==> src/rtl/adxl362_spi_responder.sv <==
// ADXL362 register-interface emulator: SPI mode-0 slave oversampled in the
// clk108MHz domain, serving device ID, snapshot x/y/z samples, STATUS,
// FILTER_CTL and POWER_CTL, and reporting every write byte on a strobe port.
`timescale 1ns/1ps

module adxl362_spi_responder #(
  parameter int         SYNC_STAGES = 2,      // must be >= 2
  parameter logic [7:0] PARTID      = 8'hF2
) (
  input  logic       clk108MHz,
  input  logic       resetPressed,
  input  logic       ACL_SCLK,
  input  logic       ACL_CSN,
  input  logic       ACL_MOSI,
  output logic       ACL_MISO,
  input  logic [7:0] x_data,
  input  logic [7:0] y_data,
  input  logic [7:0] z_data,
  input  logic       data_ready,
  output logic [7:0] power_ctl,
  output logic       wr_strobe,
  output logic [7:0] wr_addr,
  output logic [7:0] wr_data,
  output logic       cmd_error
);

  localparam logic [2:0] IDLE   = 3'd0;
  localparam logic [2:0] CMD    = 3'd1;
  localparam logic [2:0] ADDR   = 3'd2;
  localparam logic [2:0] RDATA  = 3'd3;
  localparam logic [2:0] WDATA  = 3'd4;
  localparam logic [2:0] IGNORE = 3'd5;

  localparam logic [7:0] CMD_WRITE = 8'h0A;
  localparam logic [7:0] CMD_READ  = 8'h0B;

  localparam logic [7:0] ADDR_FILTER_CTL = 8'h2C;
  localparam logic [7:0] ADDR_POWER_CTL  = 8'h2D;

  logic [SYNC_STAGES-1:0] sclkSync, csnSync, mosiSync;
  logic                   sclkPrev, csnPrev;

  logic [2:0] state;
  logic [2:0] bitCnt;
  logic [7:0] shiftIn, shiftOut, addr;
  logic       isRead;
  logic [7:0] shadowX, shadowY, shadowZ;
  logic       shadowReady;
  logic [7:0] filterCtl;

  logic       sclkRise, sclkFall, csnRise, csnFall, mosiBit, lastBit;
  logic [7:0] shiftNext;

  // Synchronizer chains plus one edge-detect flop per SPI line.
  always_ff @(posedge clk108MHz) begin
    if (resetPressed) begin
      // NOTE: the CSN chain clears to 0 so that a reset taken while CSN is
      // held low shows no falling edge; the master's remaining clocks are then
      // ignored until it deselects and selects again.
      sclkSync <= '0;
      csnSync  <= '0;
      mosiSync <= '0;
      sclkPrev <= 1'b0;
      csnPrev  <= 1'b0;
    end else begin
      // NOTE: non-blocking assignments make every stage take the previous
      // stage's old value, which is what makes this a shift chain.
      sclkSync <= {sclkSync[SYNC_STAGES-2:0], ACL_SCLK};
      csnSync  <= {csnSync[SYNC_STAGES-2:0],  ACL_CSN};
      mosiSync <= {mosiSync[SYNC_STAGES-2:0], ACL_MOSI};
      sclkPrev <= sclkSync[SYNC_STAGES-1];
      csnPrev  <= csnSync[SYNC_STAGES-1];
    end
  end

  assign sclkRise  =  sclkSync[SYNC_STAGES-1] & ~sclkPrev;
  assign sclkFall  = ~sclkSync[SYNC_STAGES-1] &  sclkPrev;
  assign csnRise   =  csnSync[SYNC_STAGES-1]  & ~csnPrev;
  assign csnFall   = ~csnSync[SYNC_STAGES-1]  &  csnPrev;
  assign mosiBit   =  mosiSync[SYNC_STAGES-1];
  assign shiftNext = {shiftIn[6:0], mosiBit};
  assign lastBit   = (bitCnt == 3'd7);

  // Read side of the register map; shadow copies keep a burst coherent.
  function automatic logic [7:0] readReg(input logic [7:0] a);
    case (a)
      8'h00:           readReg = 8'hAD;
      8'h01:           readReg = 8'h1D;
      8'h02:           readReg = PARTID;
      8'h08:           readReg = shadowX;
      8'h09:           readReg = shadowY;
      8'h0A:           readReg = shadowZ;
      8'h0B:           readReg = {7'b0, shadowReady};
      ADDR_FILTER_CTL: readReg = filterCtl;
      ADDR_POWER_CTL:  readReg = power_ctl;
      default:         readReg = 8'h00;
    endcase
  endfunction

  // Transaction FSM: CSN edges take priority over any SCLK activity.
  always_ff @(posedge clk108MHz) begin
    if (resetPressed) begin
      state       <= IDLE;
      bitCnt      <= 3'd0;
      shiftIn     <= 8'h00;
      shiftOut    <= 8'h00;
      addr        <= 8'h00;
      isRead      <= 1'b0;
      shadowX     <= 8'h00;
      shadowY     <= 8'h00;
      shadowZ     <= 8'h00;
      shadowReady <= 1'b0;
      filterCtl   <= 8'h13;
      power_ctl   <= 8'h00;
      ACL_MISO    <= 1'b0;
      wr_strobe   <= 1'b0;
      wr_addr     <= 8'h00;
      wr_data     <= 8'h00;
      cmd_error   <= 1'b0;
    end else begin
      wr_strobe <= 1'b0;
      cmd_error <= 1'b0;
      if (csnRise) begin
        state    <= IDLE;
        bitCnt   <= 3'd0;
        ACL_MISO <= 1'b0;
      end else if (csnFall) begin
        shadowX     <= x_data;
        shadowY     <= y_data;
        shadowZ     <= z_data;
        shadowReady <= data_ready;
        bitCnt      <= 3'd0;
        shiftIn     <= 8'h00;
        ACL_MISO    <= 1'b0;
        state       <= CMD;
      end else begin
        case (state)
          CMD: if (sclkRise) begin
            shiftIn <= shiftNext;
            bitCnt  <= bitCnt + 3'd1;
            if (lastBit) begin
              if (shiftNext == CMD_READ) begin
                isRead <= 1'b1;
                state  <= ADDR;
              end else if (shiftNext == CMD_WRITE) begin
                isRead <= 1'b0;
                state  <= ADDR;
              end else begin
                cmd_error <= 1'b1;
                state     <= IGNORE;
              end
            end
          end
          ADDR: if (sclkRise) begin
            shiftIn <= shiftNext;
            bitCnt  <= bitCnt + 3'd1;
            if (lastBit) begin
              if (isRead) begin
                shiftOut <= readReg(shiftNext);
                addr     <= shiftNext + 8'd1;
                state    <= RDATA;
              end else begin
                addr  <= shiftNext;
                state <= WDATA;
              end
            end
          end
          RDATA: begin
            if (sclkFall) begin
              ACL_MISO <= shiftOut[7];
              shiftOut <= {shiftOut[6:0], 1'b0};
            end else if (sclkRise) begin
              bitCnt <= bitCnt + 3'd1;
              if (lastBit) begin
                shiftOut <= readReg(addr);
                addr     <= addr + 8'd1;
              end
            end
          end
          WDATA: if (sclkRise) begin
            shiftIn <= shiftNext;
            bitCnt  <= bitCnt + 3'd1;
            if (lastBit) begin
              if (addr == ADDR_FILTER_CTL) filterCtl <= shiftNext;
              if (addr == ADDR_POWER_CTL)  power_ctl <= shiftNext;
              wr_strobe <= 1'b1;
              wr_addr   <= addr;
              wr_data   <= shiftNext;
              addr      <= addr + 8'd1;
            end
          end
          IGNORE:  ACL_MISO <= 1'b0;
          IDLE:    ACL_MISO <= 1'b0;
          default: begin
            state    <= IDLE;
            ACL_MISO <= 1'b0;
          end
        endcase
      end
    end
  end

endmodule

==> config.mk <==
export PLATFORM = sky130hd
export DESIGN_NAME = adxl362_spi_responder
export DESIGN_NICKNAME = d
export VERILOG_FILES = /design/src/rtl/adxl362_spi_responder.sv
export SDC_FILE = /design/constraint.sdc
export NUM_CORES = 1
export LEC_CHECK = 0
export BUFFER_PORTS_ARGS = -buffer_cell sky130_fd_sc_hd__buf_2
export CELL_PAD_IN_SITES_DETAIL_PLACEMENT = 0
export CELL_PAD_IN_SITES_GLOBAL_PLACEMENT = 2
export CORE_MARGIN = 2
export CORE_UTILIZATION = 25
export DETAILED_ROUTE_END_ITERATION = 12
export PLACE_DENSITY_LB_ADDON = 0.08
export SETUP_SLACK_MARGIN = 0.15
export SYNTH_ARGS = -nofsm -noshare
export SYNTH_HDL_FRONTEND = slang
export SYNTH_SLANG_ARGS = --single-unit
==> constraint.sdc <==
create_clock -name clk108MHz -period 1.97 [get_ports clk108MHz]
set_input_delay 0.2955 -clock clk108MHz [delete_from_list [all_inputs] [get_ports clk108MHz]]
set_output_delay 0.2955 -clock clk108MHz [all_outputs]
set_load 0.01 [all_outputs]
Word level (Yosys, flattened, before mapping)

Cells that the tools add are included.

Reductions and logical operators: 27
Muxes and demuxes: 37
Add/sub/neg operators: 3
Bitwise gates (word level): 16
Equality and inequality tests: 36

Operators with widths:

| cell                | number |
|---|---|
| $pmux 8 s9          | 2 |
| $mux 8              | 12 |
| $eq 8x4->1 const B  | 8 |
| $eq 8x6->1 const B  | 4 |
| $mux 3              | 9 |
| $pmux 8 s3          | 1 |
| $reduce_and 6->1    | 4 |
| $mux 7              | 3 |
| $ne 3x3->1 const B  | 6 |
| $add 8x1->8 const B | 2 |
| $eq 8x1->1 const B  | 2 |
| $eq 8x2->1 const B  | 2 |
| $logic_not 8->1     | 2 |
| $pmux 8 s2          | 1 |
| $reduce_and 5->1    | 3 |
| $ne 2x2->1 const B  | 7 |
| $not 1->1           | 12 |
| $reduce_bool 2->1   | 5 |
| $eq 3x3->1 const B  | 3 |
| $pmux 3 s3          | 1 |
| $reduce_and 8->1    | 1 |
| $reduce_or 7->1     | 1 |
| $eq 3x2->1 const B  | 2 |
| $mux 1              | 6 |
| other kinds (14)    | 20 |

Bits of input ports: 30
Output and inout bits: 27
Register bits after elaboration: 98
Word-level logic and storage cells: 142

Depth between registers and ports, before layout

Depth after elaboration: 7
Mapped depth: 10
Gate-level depth less buffers: 7

Worst setup path after synthesis

OpenSTA, ideal clock, no wires.

Kind: register -> register
Start: register bitCnt[0]
End: register filterCtl[0]
Setup time: 0.120 ns
Path slack: -0.030 ns
Arrival time: 1.881 ns
Buffers on the path: 3
Data required time: 1.850 ns
Clock period less this slack: 2.000 ns
Stages on the path, launching flop included: 10
Cells stage by stage: dfxtp_1 ha_1 ha_1 and2_0 clkbuf_2 and3_1 buf_2 and3_1 buf_4 a211o_1

Cells in the longest elaborated chain, start to end: 2

Ends and longest elaborated chain:

| element                    | line | source |
|---|---|---|
| start, declared            | 44   | `logic [2:0] bitCnt;` |
| start signal, assigned     | 140  | `bitCnt <= bitCnt + 3'd1;` |
| start signal, assigned     | 156  | `bitCnt <= bitCnt + 3'd1;` |
| start signal, assigned     | 173  | `bitCnt <= bitCnt + 3'd1;` |
| $eq 3x3->1                 | 82   | `assign lastBit = (bitCnt == 3'd7);` |
| named net lastBit          | 51   | `logic sclkRise, sclkFall, csnRise, csnFall, mosiBit, lastBit;` |
| $reduce_and 6->1 (no line) | --   |  |
| end signal, assigned       | 184  | `if (addr == ADDR_FILTER_CTL) filterCtl <= shiftNext;` |
| end, declared              | 49   | `logic [7:0] filterCtl;` |

The timed path passes the listed nets, and every way through them passes these cells.
A chain may end at the register's enable or synchronous reset.

Worst setup path in the final report

Start: register shiftIn[0]
End: register shiftOut[2]

Cells in the longest elaborated chain, start to end: 6
Elaborated cells on any way between the ends: 14
Those cells by class: eq/ne (8); mux (5); reduce/logical (1)

Ends and longest elaborated chain:

| element                            | line | source |
|---|---|---|
| start, declared                    | 45   | `logic [7:0] shiftIn, shiftOut, addr;` |
| start signal, assigned             | 139  | `shiftIn <= shiftNext;` |
| start signal, assigned             | 155  | `shiftIn <= shiftNext;` |
| start signal, assigned             | 181  | `shiftIn <= shiftNext;` |
| $eq 8x6->1 (tied with other cells) | 86   | `case (a)` |
| $pmux 8 s9 *                       | 86   |  |
| $mux 8 *                           | 158  | `if (isRead) begin` |
| $mux 8 *                           | 157  | `if (lastBit) begin` |
| $mux 8 *                           | 154  | `ADDR: if (sclkRise) begin` |
| $pmux 8 s2 *                       | 137  | `case (state)` |
| end signal, assigned               | 159  | `shiftOut <= readReg(shiftNext);` |
| end signal, assigned               | 171  | `shiftOut <= {shiftOut[6:0], 1'b0};` |
| end signal, assigned               | 175  | `shiftOut <= readReg(addr);` |
| end, declared                      | 45   |  |

Every way passes the cells marked *; elsewhere a longest branch is shown, timed or not. The select of a mux whose other input is x is not followed.

==> flow_summary.toml <==
[grt]
grt_use_total = 0.1694
grt_pass1_wl_um = 28440
grt-ovfl-total = 0
grt_pass1_vias = 4780
antenna_found_initial = 0
grt_max_degree = 55

[clock_network]
ctsRootBufferMaster = "clkbuf_16"
clock_path_buffers = 2
tritoncts = "yes"
hold_buffers = 0
clk_pin_slew_worst_paths_ps = 70
htree_levels = 3
cts_made_buffers = 9
insertion_delay_ps = 360
clock_sinks = 98

[power]
ir_drop_uv = 397.1
power_density_nw_per_um2 = 567.6
p_leak_nw = 2.584

[place]
port_buffers = 56
post-dp-hpwl_um = 13920
place_area_um2 = 6197
finalWeightedCongestion = 0.8523
dp_worst_setup_slack_ps = -94.01
dp.cells = 977

[timing]
min_period_ps = 1824
tns_ps = 0
finalHoldViolCount = 0
rsz0062_at_grt = "yes"
setup_ws_ps = 145.7
min_period_over_period = 0.9261
tightest_slew_ps = 585.1
fin_skew_ps = 7.854
finalSetupViolations = 0
slew-limit-headroom = 0.6099
max_freq_ghz = 0.5481
drv_slew = 0

[logic_synthesis]
synth_cells = 627
yosysWarnings = 0
syn_area_um2 = 5150
ys.flop_type = "dfxtp_1"
syn_area_per_cell_um2 = 8.214
ys_types = 68
ys_seq_area_frac = 0.3810
synth_edf_count = 0
synthArstFlopShare = 0
syn_nets = 671
yosys_register_bits = 98

[critical_path]
worst-path-max-fanout = 4
required_ps = 2190
critical_path.max_stage_delay_ps = 380
critical-path-slowest-cell = "dfxtp_4"
worstSetupPathType = "reg -> reg"
cp_cell_sequence = "inv_4 > ha_4 > buf_6 > a222oi_1 > buf_4 > o22ai_2 > o21ai_2 > buf_4 > a211oi_1"
cp_data_arrival_time_ps = 2050
cpMostUsedCell = "buf_4"
startpoint_type = "flip-flop"
r2r_cells = 9
end_kind = "flip-flop"

[drt]
drt_pass1_iterations = 5
wl_um = 18490
drc = 0
drt_iter0_drc = 353
wl_per_cell_um = 18.32
routed_via_density = 4.998
vias = 5043
ant_nets = 0

[outcome]
status = "finished clean"

[floorplanning]
initial_core_util = 0.2545
core-area_um2 = 20230
die_w_um = 147.5
rows = 52
die_h_um = 147.5
io_pins = 57
design.die.area_um2 = 21760

[cells_and_area]
final_util = 0.3415
num-nets-final = 779
synthToLayoutAreaGrowth_pct = 34.18
fin_area_um2 = 6910
drive_gt1_frac = 0.3166
diodes = 0
final_cells = 1009

[min_path]
hold_path_depth = 2
hp-class = "in -> reg"

[flow_run]
drv_cap = 0
[layout make-up]
| cell class | count | area (um^2) |
|---|---|---|
| tap | 270 | 337.8 |
| clock buffer | 10 | 239.0 |
| sequential | 98 | 1999 |
| clock inverter | 5 | 40.04 |
| multi-input combinational | 462 | 3182 |
| timing repair buffer | 151 | 1054 |
| fill | 2124 | 13320 |
| inverter | 13 | 58.81 |
[worst paths after layout]
check / slack (ps) / start / end
setup / recovery: 150 / shiftIn[0]$_SDFFE_PP0P_ / shiftOut[2]$_SDFFE_PP0P_
hold / removal: 150 / ACL_MOSI / mosiSync[0]$_SDFF_PP0_
setup reg to reg: 150 / shiftIn[0]$_SDFFE_PP0P_ / shiftOut[2]$_SDFFE_PP0P_
hold reg to reg: 440 / mosiSync[0]$_SDFF_PP0_ / mosiSync[1]$_SDFF_PP0_
[critical path, delay by kind of cell (launching register included)]
kind | cells | cell delay, ps
buffers and inverters | 4 | 490
flip-flops | 1 | 380
adder cells (fa/ha/maj) | 1 | 170
AO/OA/AOI/OAI | 4 | 660
[where the power goes]
part | total [mW] | internal [mW] | switching (mW)
combinational | 0.205 | 0.0946 | 0.110
clock | 1.71 | 0.891 | 0.817
sequential | 2.01 | 1.99 | 0.0204
total | 3.92 | 2.98 | 0.947
[per-stage QoR]
stage / hold slack (ps) / power [mW]
2_1_floorplan: 413.8 / 2.157
3_3_place_gp: 438.5 / 2.248
3_5_place_dp: 430.0 / 2.249
4_1_cts: 127.2 / 4.006
5_1_grt: 154.3 / 4.086
6_report: 147.0 / 3.923
[cells in the mapped netlist (all sizes together), types with 4 or more instances]
cell type  instances  area share
a211oi            10       0.017
a21oi             44       0.043
a221oi             4      0.0068
a22o               4      0.0068
a22oi             20       0.029
a311oi             5      0.0085
a31oi              4      0.0049
and2               4      0.0049
and3              14       0.017
buf               20       0.020
clkbuf            34       0.025
dfxtp             98        0.38
ha                14       0.034
inv               13      0.0095
mux2i             40       0.078
nand2             66       0.048
nand2b             4      0.0049
nand3             18       0.018
nand4              6      0.0073
nor2              75       0.055
nor2b             10       0.012
nor3               7       0.010
o211ai             6      0.0087
o21ai             40       0.039
o22ai             11       0.013
or3                4      0.0049
xnor2              7       0.012
[layer usage]
metal	GRT usage	wire [um]	vias to the layer above	part of all wire
met5	0	0	-	0
met4	0.04423	242	0	0.013
met3	0.02778	902	18	0.049
met2	0.2533	8009	130	0.43
met1	0.2518	9332	2433	0.50
li1	-	-	2462	-
[cells by family (layout without fill, tap and decap cells)]
logic type               count (synthesis)  in the layout  synth area share
adder cells (fa/ha/maj)                 14             14           0.03401
multiplexers                            41             41           0.07993
AO/OA/AOI/OAI                          173            173            0.2213
buffers and inverters                   67            179           0.05515
flip-flops                              98             98            0.3810
XOR/XNOR                                 9              9           0.01531
AND/OR/NAND/NOR                        225            225            0.2133
[timing repair]
action,in CTS,in global routing
setup buffers,1,15
gates resized for setup,42,46
pin swaps,10,21
endpoints found under the setup margin,28,33
gates cloned,0,1
[placed cells by master (no fill, tap or decap), types with 5 or more instances in the layout]
cell and n:
ha_4 10, xnor2_1 6, a21oi_1 42, a311oi_1 5, o21ai_1 8, nor2b_1 10
dfxtp_4 7, buf_2 56, a211oi_1 8, nand3_1 16, nor2_1 71, mux2i_1 40
nand4_1 6, clkbuf_16 9, buf_4 86, o211ai_1 6, inv_1 8, a22oi_1 20
buf_6 6, and3_1 10, o22ai_1 9, nand2_1 65, dfxtp_1 82, dfxtp_2 9
o21ai_0 30
Note: power is estimated with default switching activity, not from simulation.
